<file path="config.mk">
export PLATFORM = sky130hd
export DESIGN_NAME = hazard_unit
export DESIGN_NICKNAME = d
export VERILOG_FILES = /design/src/rtl/riscv_pkg.sv /design/src/rtl/sat_counter.sv /design/src/rtl/hazard_unit.sv
export SDC_FILE = /design/constraint.sdc
export NUM_CORES = 1
export LEC_CHECK = 0
export CAP_MARGIN = 30
export CORE_MARGIN = 3
export CORE_UTILIZATION = 39
export DETAILED_ROUTE_END_ITERATION = 7
export GPL_TIMING_DRIVEN = 0
export PLACE_DENSITY = 0.64
export SLEW_MARGIN = 10
export SYNTH_ARGS = -nofsm -noshare
export SYNTH_HDL_FRONTEND = slang
export SYNTH_SLANG_ARGS = --single-unit
</file>
<file path="constraint.sdc">
create_clock -name clk -period 4.85 [get_ports clk]
set_input_delay 0.485 -clock clk [delete_from_list [all_inputs] [get_ports clk]]
set_output_delay 0.485 -clock clk [all_outputs]
set_load 0.05 [all_outputs]
</file>
<file path="src/rtl/riscv_pkg.sv">
// rtl/riscv_pkg.sv - shared RV32 core types and constants
package riscv_pkg;

    // Writeback-source select carried down the pipe with each instruction.
    typedef enum logic [1:0] {
        from_ALU     = 2'd0,
        from_DataMem = 2'd1,
        from_PC4     = 2'd2,
        from_Imm     = 2'd3
    } MReg_sel_e;

    // Hazard unit FSM: free running, or counting down a load-use bubble.
    typedef enum logic {
        HZ_RUN = 1'b0,
        HZ_LU  = 1'b1
    } hz_state_e;

    localparam logic [4:0] REG_X0       = 5'd0;
    localparam int         LOAD_LAT_MAX = 7;

endpackage

</file>
<file path="src/rtl/sat_counter.sv">
// rtl/sat_counter.sv - saturating up-counter
// Ports: clk, rst (sync, active high), inc (count enable), count (current value).
module sat_counter #(
    parameter int W = 16
) (
    input  logic         clk,
    input  logic         rst,
    input  logic         inc,
    output logic [W-1:0] count
);

    logic [W-1:0] count_q;
    logic [W-1:0] count_d;

    // Stick at all-ones rather than wrapping back to zero.
    always_comb begin
        count_d = count_q;
        if (inc && (count_q != {W{1'b1}})) begin
            count_d = count_q + W'(1);
        end
    end

    always_ff @(posedge clk) begin
        if (rst) begin
            count_q <= '0;
        end else begin
            count_q <= count_d;
        end
    end

    assign count = count_q;

endmodule

</file>
<file path="src/rtl/hazard_unit.sv">
// rtl/hazard_unit.sv - pipeline hazard detection, stall/flush control and counters
// Inputs : clk, rst (sync, active high), IF/ID source regs (id_rs1, id_rs2, id_uses_rs2),
//          ID/EX destination info (ex_rd, ex_regwrite, ex_mreg), ex_redirect, mem_busy.
// Outputs: Stall, PCWrite, IF_ID_Write, IF_ID_Flush, ID_EX_Flush, EX_MEM_Write,
//          stall_cycles / flush_events saturating counters.
module hazard_unit
    import riscv_pkg::*;
#(
    parameter int LOAD_LAT = 1,
    parameter int CNT_W    = 16
) (
    input  logic             clk,
    input  logic             rst,
    input  logic [4:0]       id_rs1,
    input  logic [4:0]       id_rs2,
    input  logic             id_uses_rs2,
    input  logic [4:0]       ex_rd,
    input  logic             ex_regwrite,
    input  MReg_sel_e        ex_mreg,
    input  logic             ex_redirect,
    input  logic             mem_busy,
    output logic             Stall,
    output logic             PCWrite,
    output logic             IF_ID_Write,
    output logic             IF_ID_Flush,
    output logic             ID_EX_Flush,
    output logic             EX_MEM_Write,
    output logic [CNT_W-1:0] stall_cycles,
    output logic [CNT_W-1:0] flush_events
);

    // Remaining bubbles after the first one of a load-use stall.
    localparam logic [2:0] LU_INIT = 3'(LOAD_LAT - 1);

    hz_state_e  state_q, state_d;
    logic [2:0] lu_cnt_q, lu_cnt_d;
    logic       load_hz;

    assign load_hz = ex_regwrite
                   && (ex_mreg == from_DataMem)
                   && (ex_rd != REG_X0)
                   && ((id_rs1 == ex_rd) || (id_uses_rs2 && (id_rs2 == ex_rd)));

    always_comb begin
        state_d      = state_q;
        lu_cnt_d     = lu_cnt_q;
        Stall        = 1'b0;
        PCWrite      = 1'b1;
        IF_ID_Write  = 1'b1;
        IF_ID_Flush  = 1'b0;
        ID_EX_Flush  = 1'b0;
        EX_MEM_Write = 1'b1;

        if (rst) begin
            // Defaults only; the register reset puts the FSM back in HZ_RUN.
        end else if (mem_busy) begin
            // Whole pipe frozen; redirect/load-use are re-evaluated afterwards
            // because the stages holding them have not moved.
            Stall        = 1'b1;
            PCWrite      = 1'b0;
            IF_ID_Write  = 1'b0;
            EX_MEM_Write = 1'b0;
        end else if (ex_redirect) begin
            // Squashing the younger instructions also cancels any pending bubble.
            IF_ID_Flush = 1'b1;
            ID_EX_Flush = 1'b1;
            state_d     = HZ_RUN;
            lu_cnt_d    = 3'd0;
        end else if (state_q == HZ_LU) begin
            Stall       = 1'b1;
            PCWrite     = 1'b0;
            IF_ID_Write = 1'b0;
            ID_EX_Flush = 1'b1;
            lu_cnt_d    = lu_cnt_q - 3'd1;
            if (lu_cnt_q == 3'd1) begin
                state_d = HZ_RUN;
            end
        end else if (load_hz) begin
            Stall       = 1'b1;
            PCWrite     = 1'b0;
            IF_ID_Write = 1'b0;
            ID_EX_Flush = 1'b1;
            if (LOAD_LAT > 1) begin
                state_d  = HZ_LU;
                lu_cnt_d = LU_INIT;
            end
        end
    end

    always_ff @(posedge clk) begin
        if (rst) begin
            state_q  <= HZ_RUN;
            lu_cnt_q <= 3'd0;
        end else begin
            state_q  <= state_d;
            lu_cnt_q <= lu_cnt_d;
        end
    end

    sat_counter #(.W(CNT_W)) u_stall_cnt (
        .clk   (clk),
        .rst   (rst),
        .inc   (Stall),
        .count (stall_cycles)
    );

    sat_counter #(.W(CNT_W)) u_flush_cnt (
        .clk   (clk),
        .rst   (rst),
        .inc   (IF_ID_Flush),
        .count (flush_events)
    );

endmodule

</file>
# Word level (Yosys, flattened, before mapping)

Index checks and enable logic that the tools add are counted.

Register bits after elaboration: 36
Logic and storage cells: 47
Bits of input ports: 23

Bitwise operators: 1
Multiplexer cells: 23
$add $sub $neg: 3
Eq/ne operators: 6
Reductions and logical operators: 10

Operator list:

| cell                                                                | number |
|---|---|
| 16-bit by 1-bit adder with 16-bit output (second input constant)    | 2 |
| 16-bit inequality test (second input constant)                      | 2 |
| 1-bit 2-to-1 mux                                                    | 21 |
| 5-bit == test                                                       | 2 |
| 1-bit logical AND                                                   | 6 |
| 3-bit 2-to-1 mux                                                    | 2 |
| 5-bit nonzero test                                                  | 1 |
| 3-bit by 1-bit == test with 1-bit output (second input constant)    | 1 |
| 3-bit by 1-bit subtractor with 3-bit output (second input constant) | 1 |
| 2-bit by 1-bit == test with 1-bit output (second input constant)    | 1 |
| 2-bit AND reduction                                                 | 1 |
| 2-bit nonzero test                                                  | 1 |
| 1-bit logical OR                                                    | 1 |
| 1-bit inverter                                                      | 1 |

# Depth between registers and ports, before layout

Gate-level depths: netlist of the first run.

Depth in word-level cells: 10
Depth in mapped cells: 9
Depth with buffers taken out: 7

# Hierarchy

A second synthesis of the first run with hierarchy kept.

Cells, all modules: 252
Area total of the unflattened synthesis: 2090.8 um2

By module, submodules not included:

| module      | area each (um2) | instances | cells each | seq. area each (um2) |
|---|---|---|---|---|
| sat_counter | 848.3           | 2         | 99         | 320.3 |
| hazard_unit | 394.1           | 1         | 54         | 80.1 |

# Least setup slack after synthesis of the first run

Ideal clock, no wire load.

Path kind: input -> output
Start: input port ex_rd[4]
End: output port ID_EX_Flush
Data required time: 4.365 ns
Buffers on the path: 0
Arrival time: 2.146 ns
Setup slack: 2.219 ns
Stages: 5
Cell sequence: xnor2_1 -> nand3_1 -> o22ai_1 -> nand2_1 -> a211oi_1

Longest elaborated chain between the ends: 9

RTL lines:

| element             | RTL line          | source |
|---|---|---|
| start: declaration  | hazard_unit.sv:17 | `input logic [4:0] ex_rd,` |
| 5-bit == test       | hazard_unit.sv:42 | `&& ((id_rs1 == ex_rd) \|\| (id_uses_rs2 && (id_rs2 == ex_rd)));` |
| 1-bit logical AND   | hazard_unit.sv:42 |  |
| 1-bit logical OR    | hazard_unit.sv:42 |  |
| 1-bit logical AND * | hazard_unit.sv:42 |  |
| 1-bit 2-to-1 mux *  | hazard_unit.sv:78 | `end else if (load_hz) begin` |
| 1-bit 2-to-1 mux *  | hazard_unit.sv:69 | `end else if (state_q == HZ_LU) begin` |
| 1-bit 2-to-1 mux *  | hazard_unit.sv:63 | `end else if (ex_redirect) begin` |
| 1-bit 2-to-1 mux *  | hazard_unit.sv:56 | `end else if (mem_busy) begin` |
| 1-bit 2-to-1 mux *  | hazard_unit.sv:54 | `if (rst) begin` |
| end: declaration    | hazard_unit.sv:26 | `output logic ID_EX_Flush,` |

Every way passes the cells marked *; elsewhere a longest branch is shown, timed or not.

# Worst setup path in the final report of the first run

Start: input port rst
End: output port EX_MEM_Write

Longest elaborated chain between the ends: 1

RTL lines:

| element            | RTL line          | source |
|---|---|---|
| start: declaration | hazard_unit.sv:13 | `input logic rst,` |
| 1-bit 2-to-1 mux   | hazard_unit.sv:54 |  |
| end: declaration   | hazard_unit.sv:27 | `output logic EX_MEM_Write,` |

Every way passes these cells.

==> results.md, run 1 <==
* Register area at just over 700 µm²
* Setup violators final at 0
* Crit. End Element: output pin
* Final hold vios at 0
* Critical path's top delay family: buffers and inverters
* Vias in the first global route at 1,780
* Initial Util at 0.413
* Post-synth EDFFs at 0
* Multi-input combinational cell area at 1220 µm²
* Clock sink total at 36
* Top FF cell, synth: dfxtp_1
* Initial antenna violation count at 0
* Pleak at between 0.9 and 1 nW
* # fillers at around 460
* Fraction of layout cells with a size suffix above 1 at 0.0774
* Hold Crit Class: register to register
* Worst slew margin at 0.647
* Sequential fraction of the synthesis area at 0.360
* Residual DRC count at 0
* CP peak stage delay at ~800 ps
* Most frequent cells in the layout: 60 x clkdlybuf4s50_1, 36 x dfxtp_1, 32 x nor2_1
* Synth Register Bits at 36
* WP data required at about 4400 ps
* PwrDens at 214 nW/µm²
* Post-DRT Antenna Nets at 0
* CORE AREA at slightly below 5000 µm²
* Ports at 61
* Post-CTS Setup Repair Bufs at 0
* CP max-delay cell: clkdlybuf4s50_1
* Vias/cell at just over 5
* Total negative slack at 0 ps
* CP Max Fanout at 10
* Via Count at 1,845
* Critical path, cell by cell: clkdlybuf4s50_1, clkbuf_1, clkbuf_1, nand2b_1, clkdlybuf4s50_1
* Worst Setup Start Kind: input pin
* Cells after Synth at roughly 230
* Clock-pin slew on the worst setup and hold paths at approximately 70 ps
* Synth warn at 0
* Total track usage at 0.164
* Mapped Area at roughly 2000 µm²
* Min Hold Slack at approximately 480 ps
* Crit path buffers/inverters at 4
* Max Freq at just under 0.3 GHz
* First-pass GRT wire length at slightly above 8000 µm
* DR WL/cell at 13.0 µm
* Post-DP HPWL at 3580 µm
* Status: completed
* Mean Syn Cell Area at 8.75 µm²
* Slew Limit Fails at 0
* Area delta synth->final at 38.4%
* Synth async-reset ratio at 0
* Die H at slightly below 80 µm
* Syn Nets at 256
* Max-Cap Viols at 0
* Count of cell types in the netlist at 46
* Inserted Diodes at 0
* Critical path type: input pin to output pin
* Crit share post-route at 0.716
* Die W at slightly below 80 µm
* CTS tree: yes
* Final min period at 3470 ps
* GRT Residual Overflow at 0
* 1st-iter DRT viols at 109
* Post-cts resize count at 0
* Largest net degree at the start of global routing at 12
* DIE AREA at 6030 µm²
* Number of buffers created by CTS at 5
* Clock Path Buffers at 2
* Worst skew pair latency at 290 ps
* VDD IR max at 132 µV
* Hold_buf cts at 0
* H-Tree Level Count at 2
* RSZ-0062 raised after global routing: false
* IO Port Bufs at 60
* CTS root buf: clkbuf_8
* Worst EP arrival at approximately 3000 ps
* Power Total at roughly 590 µW
* FP Rows at 25
* Commonest non-fill, non-tap cell in the layout: clkdlybuf4s50_1
* Final nets at approximately 320
* Routability Congestion at about 0.75
* Post-Route Skew at roughly 9.4 ps
* Least-Margin Pin Slew at 530 ps
* Pre-Repair DR Iteration Count at 4
* Routed WL at roughly 4700 µm
## metrics by stage
| step | cell area, µm² | utilization | instances | setup WS (ps) |
|---|---|---|---|---|
| after CTS | 2770 | 0.572 | 364 | 1330 |
| final | 2770 | 0.572 | 364 | 1380 |
| after detailed placement | 2690 | 0.554 | 356 | 1340 |
| after global placement | 2690 | 0.554 | 356 | 1300 |
| after floorplan | 2000 | - | 229 | 2220 |
| after global routing | 2770 | 0.572 | 364 | 1210 |
## final cells by class
class | instances | area share
Buffer | 8 | 0.0167
Timing Repair Buffer | 60 | 0.217
Inverter | 4 | 0.00542
Tap cell | 67 | 0.0302
Clock inverter | 1 | 0.00316
Sequential cell | 36 | 0.260
Multi-Input combinational cell | 181 | 0.440
Clock buffer | 7 | 0.0275
## worst paths after layout
kind | startpoint | endpoint | slack, ps | depth (start not counted)
min reg2reg | lu_cnt_q[2] | lu_cnt_q[2] | 480 | 2
max reg2reg | u_stall_cnt.count[0] | u_stall_cnt.count[9] | 2760 | 9
max | rst | EX_MEM_Write | 1380 | 5
min | lu_cnt_q[2] | lu_cnt_q[2] | 480 | 2
## metal layers
metal / share of wire / track usage / vias to the layer above
met3: 0.038 / 0.0313 / 7
met5: 0 / 0 / -
li1: - / - / 945
met2: 0.46 / 0.259 / 40
met4: 0.011 / 0.0534 / 0
met1: 0.49 / 0.223 / 853
## cell usage after synthesis (2+ instances only)
master	instances	area (µm²)
xor2_1	7	61.3
inv_1	4	15.0
or3_1	2	12.5
nor4_1	2	12.5
nand2b_1	2	12.5
nor2b_1	6	37.5
nor3_1	6	30.0
nand4_1	16	100
o21ai_0	6	30.0
mux2i_1	3	30.0
dfxtp_1	36	721
buf_4	2	15.0
and3_1	6	37.5
clkbuf_1	4	15.0
and4bb_2	2	25.0
nand3_1	8	40.0
and4_1	6	52.6
xnor2_1	23	201
ha_1	4	50.1
a21oi_1	8	40.0
nor4b_2	2	30.0
nor2_1	32	120
mux2_1	4	45.0
nand2_1	16	60.1
## flip-flops by register name (all words and copies together), names as in the netlist
register,cells
lu_cnt_q,3
state_q,1
u_flush_cnt.count,16
u_stall_cnt.count,16
## report_power, final
| group | leakage (nW) | switching [mW] | internal [mW] | total, mW |
|---|---|---|---|---|
| Clock | 0.0424 | 0.109 | 0.103 | 0.211 |
| Sequential | 0.290 | 0.00239 | 0.297 | 0.299 |
| Combinational | 0.616 | 0.0448 | 0.0391 | 0.0840 |
## worst register-to-register path: stages, from the launching register on
cell and delay [ps]:
dfxtp_1 390, ha_1 180, and3_1 140, buf_2 180, nand3_1 140, o221ai_4 310, nor2_4 60, buf_6 150
nand4_1 100, mux2_1 320
## kinds of logic (layout without fill, tap and decap cells)
kind of cell	after synthesis	after routing	share of synthesized area
adders and majority gates	4	4	0.0250
muxes	8	8	0.0431
AOI/OAI and AO/OA	22	22	0.0812
DFF	36	36	0.360
buffers and inverters	12	80	0.0306
and+or+nand+nor	117	117	0.329
xor gates and xnor gates	30	30	0.131
Note: power is estimated with default switching activity, not from simulation.
==> run 2: changes to the inputs <==
--- a/config.mk
+++ b/config.mk
@@ -10,7 +10,7 @@
 export CORE_UTILIZATION = 39
 export DETAILED_ROUTE_END_ITERATION = 7
 export GPL_TIMING_DRIVEN = 0
-export PLACE_DENSITY = 0.64
+export PLACE_DENSITY = 0.67
 export SLEW_MARGIN = 10
 export SYNTH_ARGS = -nofsm -noshare
 export SYNTH_HDL_FRONTEND = slang
==> constraint.sdc (replaced) <==
create_clock -name clk -period 2.9 [get_ports clk]
set_input_delay 0.29 -clock clk [delete_from_list [all_inputs] [get_ports clk]]
set_output_delay 0.29 -clock clk [all_outputs]
set_load 0.05 [all_outputs]
==> results.md, run 2 (synthesized netlist as in run 1, its figures left out) <==
* Max-Cap Viols at 0
* Most frequent CP cell: clkdlybuf4s50_1
* DIE AREA at roughly 6000 µm²
* Setup violators final at 0
* Final Non-Filler Cells at ~360
* Initial Util at 0.413
* Area delta synth->final at 38.8%
* Vias in the first global route at between 1,500 and 2,000
* CP max-delay cell: clkdlybuf4s50_1
* Clock share of power at 0.367
* Status: completed
* Clock Path Buffers at 2
* Final nets at roughly 320
* Crit share post-route at 0.962
* Worst Setup Start Kind: input pin
* RSZ-0062 raised after global routing: false
* Hold_buf cts at 0
* Final min period at 2790 ps
* CP peak stage delay at roughly 840 ps
* Pre-Repair DR Iteration Count at 4
* CP Max Fanout at 10
* Initial antenna violation count at 0
* IO Port Bufs at 60
* CTS tree: yes
* Post-DP HPWL at 3680 µm
* DR WL/cell at about 13 µm
* Min Hold Slack at 478 ps
* Hold Crit Class: register to register
* Post-Route Skew at 7.05 ps
* VDD IR max at between 200 and 300 µV
* Total track usage at 0.172
* Worst skew pair latency at approximately 290 ps
* Combinational group share of total power at 0.138
* Post-route cell area at 2780 µm²
* Max Freq at 0.358 GHz
* PwrDens at 364 nW/µm²
* Routability Congestion at roughly 0.76
* Vias/cell at ~5.1
* Via Count at around 1,900
* Fraction of layout cells with a size suffix above 1 at 0.0875
* Pleak at roughly 0.96 nW
* Clock-pin slew on the worst setup and hold paths at ~70 ps
* FP Rows at 25
* Residual DRC count at 0
* Routed WL at approximately 4900 µm
* Internal power at 751 µW
* Post-DP Area at about 2700 µm²
* WP data required at 2610 ps
* Die W at between 70 and 80 µm
* Clock sink total at 36
* Number of buffers created by CTS at 5
* Largest net degree at the start of global routing at 12
* Die H at 77.7 µm
* First-pass GRT wire length at around 8600 µm
* CORE AREA at between 4000 and 5000 µm²
* Commonest non-fill, non-tap cell in the layout: clkdlybuf4s50_1
* GRT Residual Overflow at 0
* Worst EP arrival at about 2500 ps
* Reg power frac at 0.495
* Post-DRT Antenna Nets at 0
* Crit. End Element: output pin
* Slew Limit Fails at 0
* Switching share of power at 0.257
* Final hold vios at 0
* CTS root buf: clkbuf_8
* Least-Margin Pin Slew at 507 ps
* Ports at 61
* Final Core Density at 0.573
* Dpl cells at about 360
* H-Tree Level Count at 2
* Critical path, cell by cell: clkdlybuf4s50_1, clkbuf_1, clkbuf_2, a211oi_1, clkdlybuf4s50_1
* Critical path type: input pin to output pin
* Most frequent cells in the layout: 59 x clkdlybuf4s50_1, 36 x dfxtp_1, 32 x nor2_1
* Switching power of the nets at approximately 260 µW
* Inserted Diodes at 0
* Worst slew margin at 0.661
* 1st-iter DRT viols at 77
-- run 2: cell types whose count changed in the layout (fill, tap and decap cells not counted), sizes merged --
cell | previous run | this run
clkbuf | 11 | 10
clkdlybuf4s50 | 60 | 59
clkinv | 1 | 2
dlygate4sd2 | 0 | 1
-- run 2: worst max-delay path: cells and delay by family --
| kind | cells | cell delay [ps] |
|---|---|---|
| buffers and inverters | 4 | 1990 |
| AOI/OAI and AO/OA | 1 | 200 |
-- run 2: final timing paths --
kind                        start                    end  slack [ps]  cells past startpoint
max                           rst            ID_EX_Flush         110                      5
min                   lu_cnt_q[2]            lu_cnt_q[2]         480                      2
max reg2reg  u_stall_cnt.count[0]  u_stall_cnt.count[14]         810                      9
min reg2reg           lu_cnt_q[2]            lu_cnt_q[2]         480                      2
-- run 2: stage by stage --
| stage | setup TNS, ps | worst slack [ps] | power [mW] |
|---|---|---|---|
| floorplan | 0 | 613 | 0.591 |
| global placement | -331 | -251 | 0.652 |
| detailed placement | -282 | -225 | 0.653 |
| CTS | 0 | 81.1 | 1.03 |
| global route | 0 | 30.5 | 1.06 |
| finish | 0 | 109 | 1.01 |
-- run 2: what timing repair did --
action | CTS | global route
gates resized for setup | 2 | 0
buffers inserted | 0 | 0
setup endpoints to repair | 2 | 0
-- run 2: per-layer routing --
metal / up-vias / share of wire / GRT usage / wire length [µm]
met5: - / 0 / 0 / 0
met4: 0 / 0.0096 / 0.0374 / 47
met3: 7 / 0.048 / 0.0441 / 233
met2: 39 / 0.47 / 0.293 / 2300
met1: 873 / 0.47 / 0.217 / 2310
li1: 944 / - / - / -
-- run 2: power by group through the flow --
stage	Clock, mW	Combinational (mW)	Sequential, mW
floorplan	0	0.0699	0.521
finish	0.371	0.140	0.501
detailed placement	0	0.142	0.512
CTS	0.385	0.141	0.501
global route	0.405	0.151	0.501
global placement	0	0.140	0.512
-- run 2: area by class of cell --
class                   count  area, µm²
well taps                  67       83.8
plain buffers               8       47.5
flip-flops and latches     36        721
fillers                   464       2070
clock buffers               6       82.6
multi-input cells         181       1220
clock inverters             2       10.0
inverters                   4       15.0
repair buffers             60        599
==> run 3: changes to the inputs <==
--- a/config.mk
+++ b/config.mk
@@ -8,10 +8,13 @@
 export CAP_MARGIN = 30
 export CORE_MARGIN = 3
 export CORE_UTILIZATION = 39
+export CTS_CLUSTER_DIAMETER = 40
 export DETAILED_ROUTE_END_ITERATION = 7
+export GPL_ROUTABILITY_DRIVEN = 0
 export GPL_TIMING_DRIVEN = 0
 export PLACE_DENSITY = 0.67
 export SLEW_MARGIN = 10
 export SYNTH_ARGS = -nofsm -noshare
 export SYNTH_HDL_FRONTEND = slang
 export SYNTH_SLANG_ARGS = --single-unit
+export TNS_END_PERCENT = 1
==> results of run 3 <==
No change in the layout: final DEF, timing and power equal those of run 2.
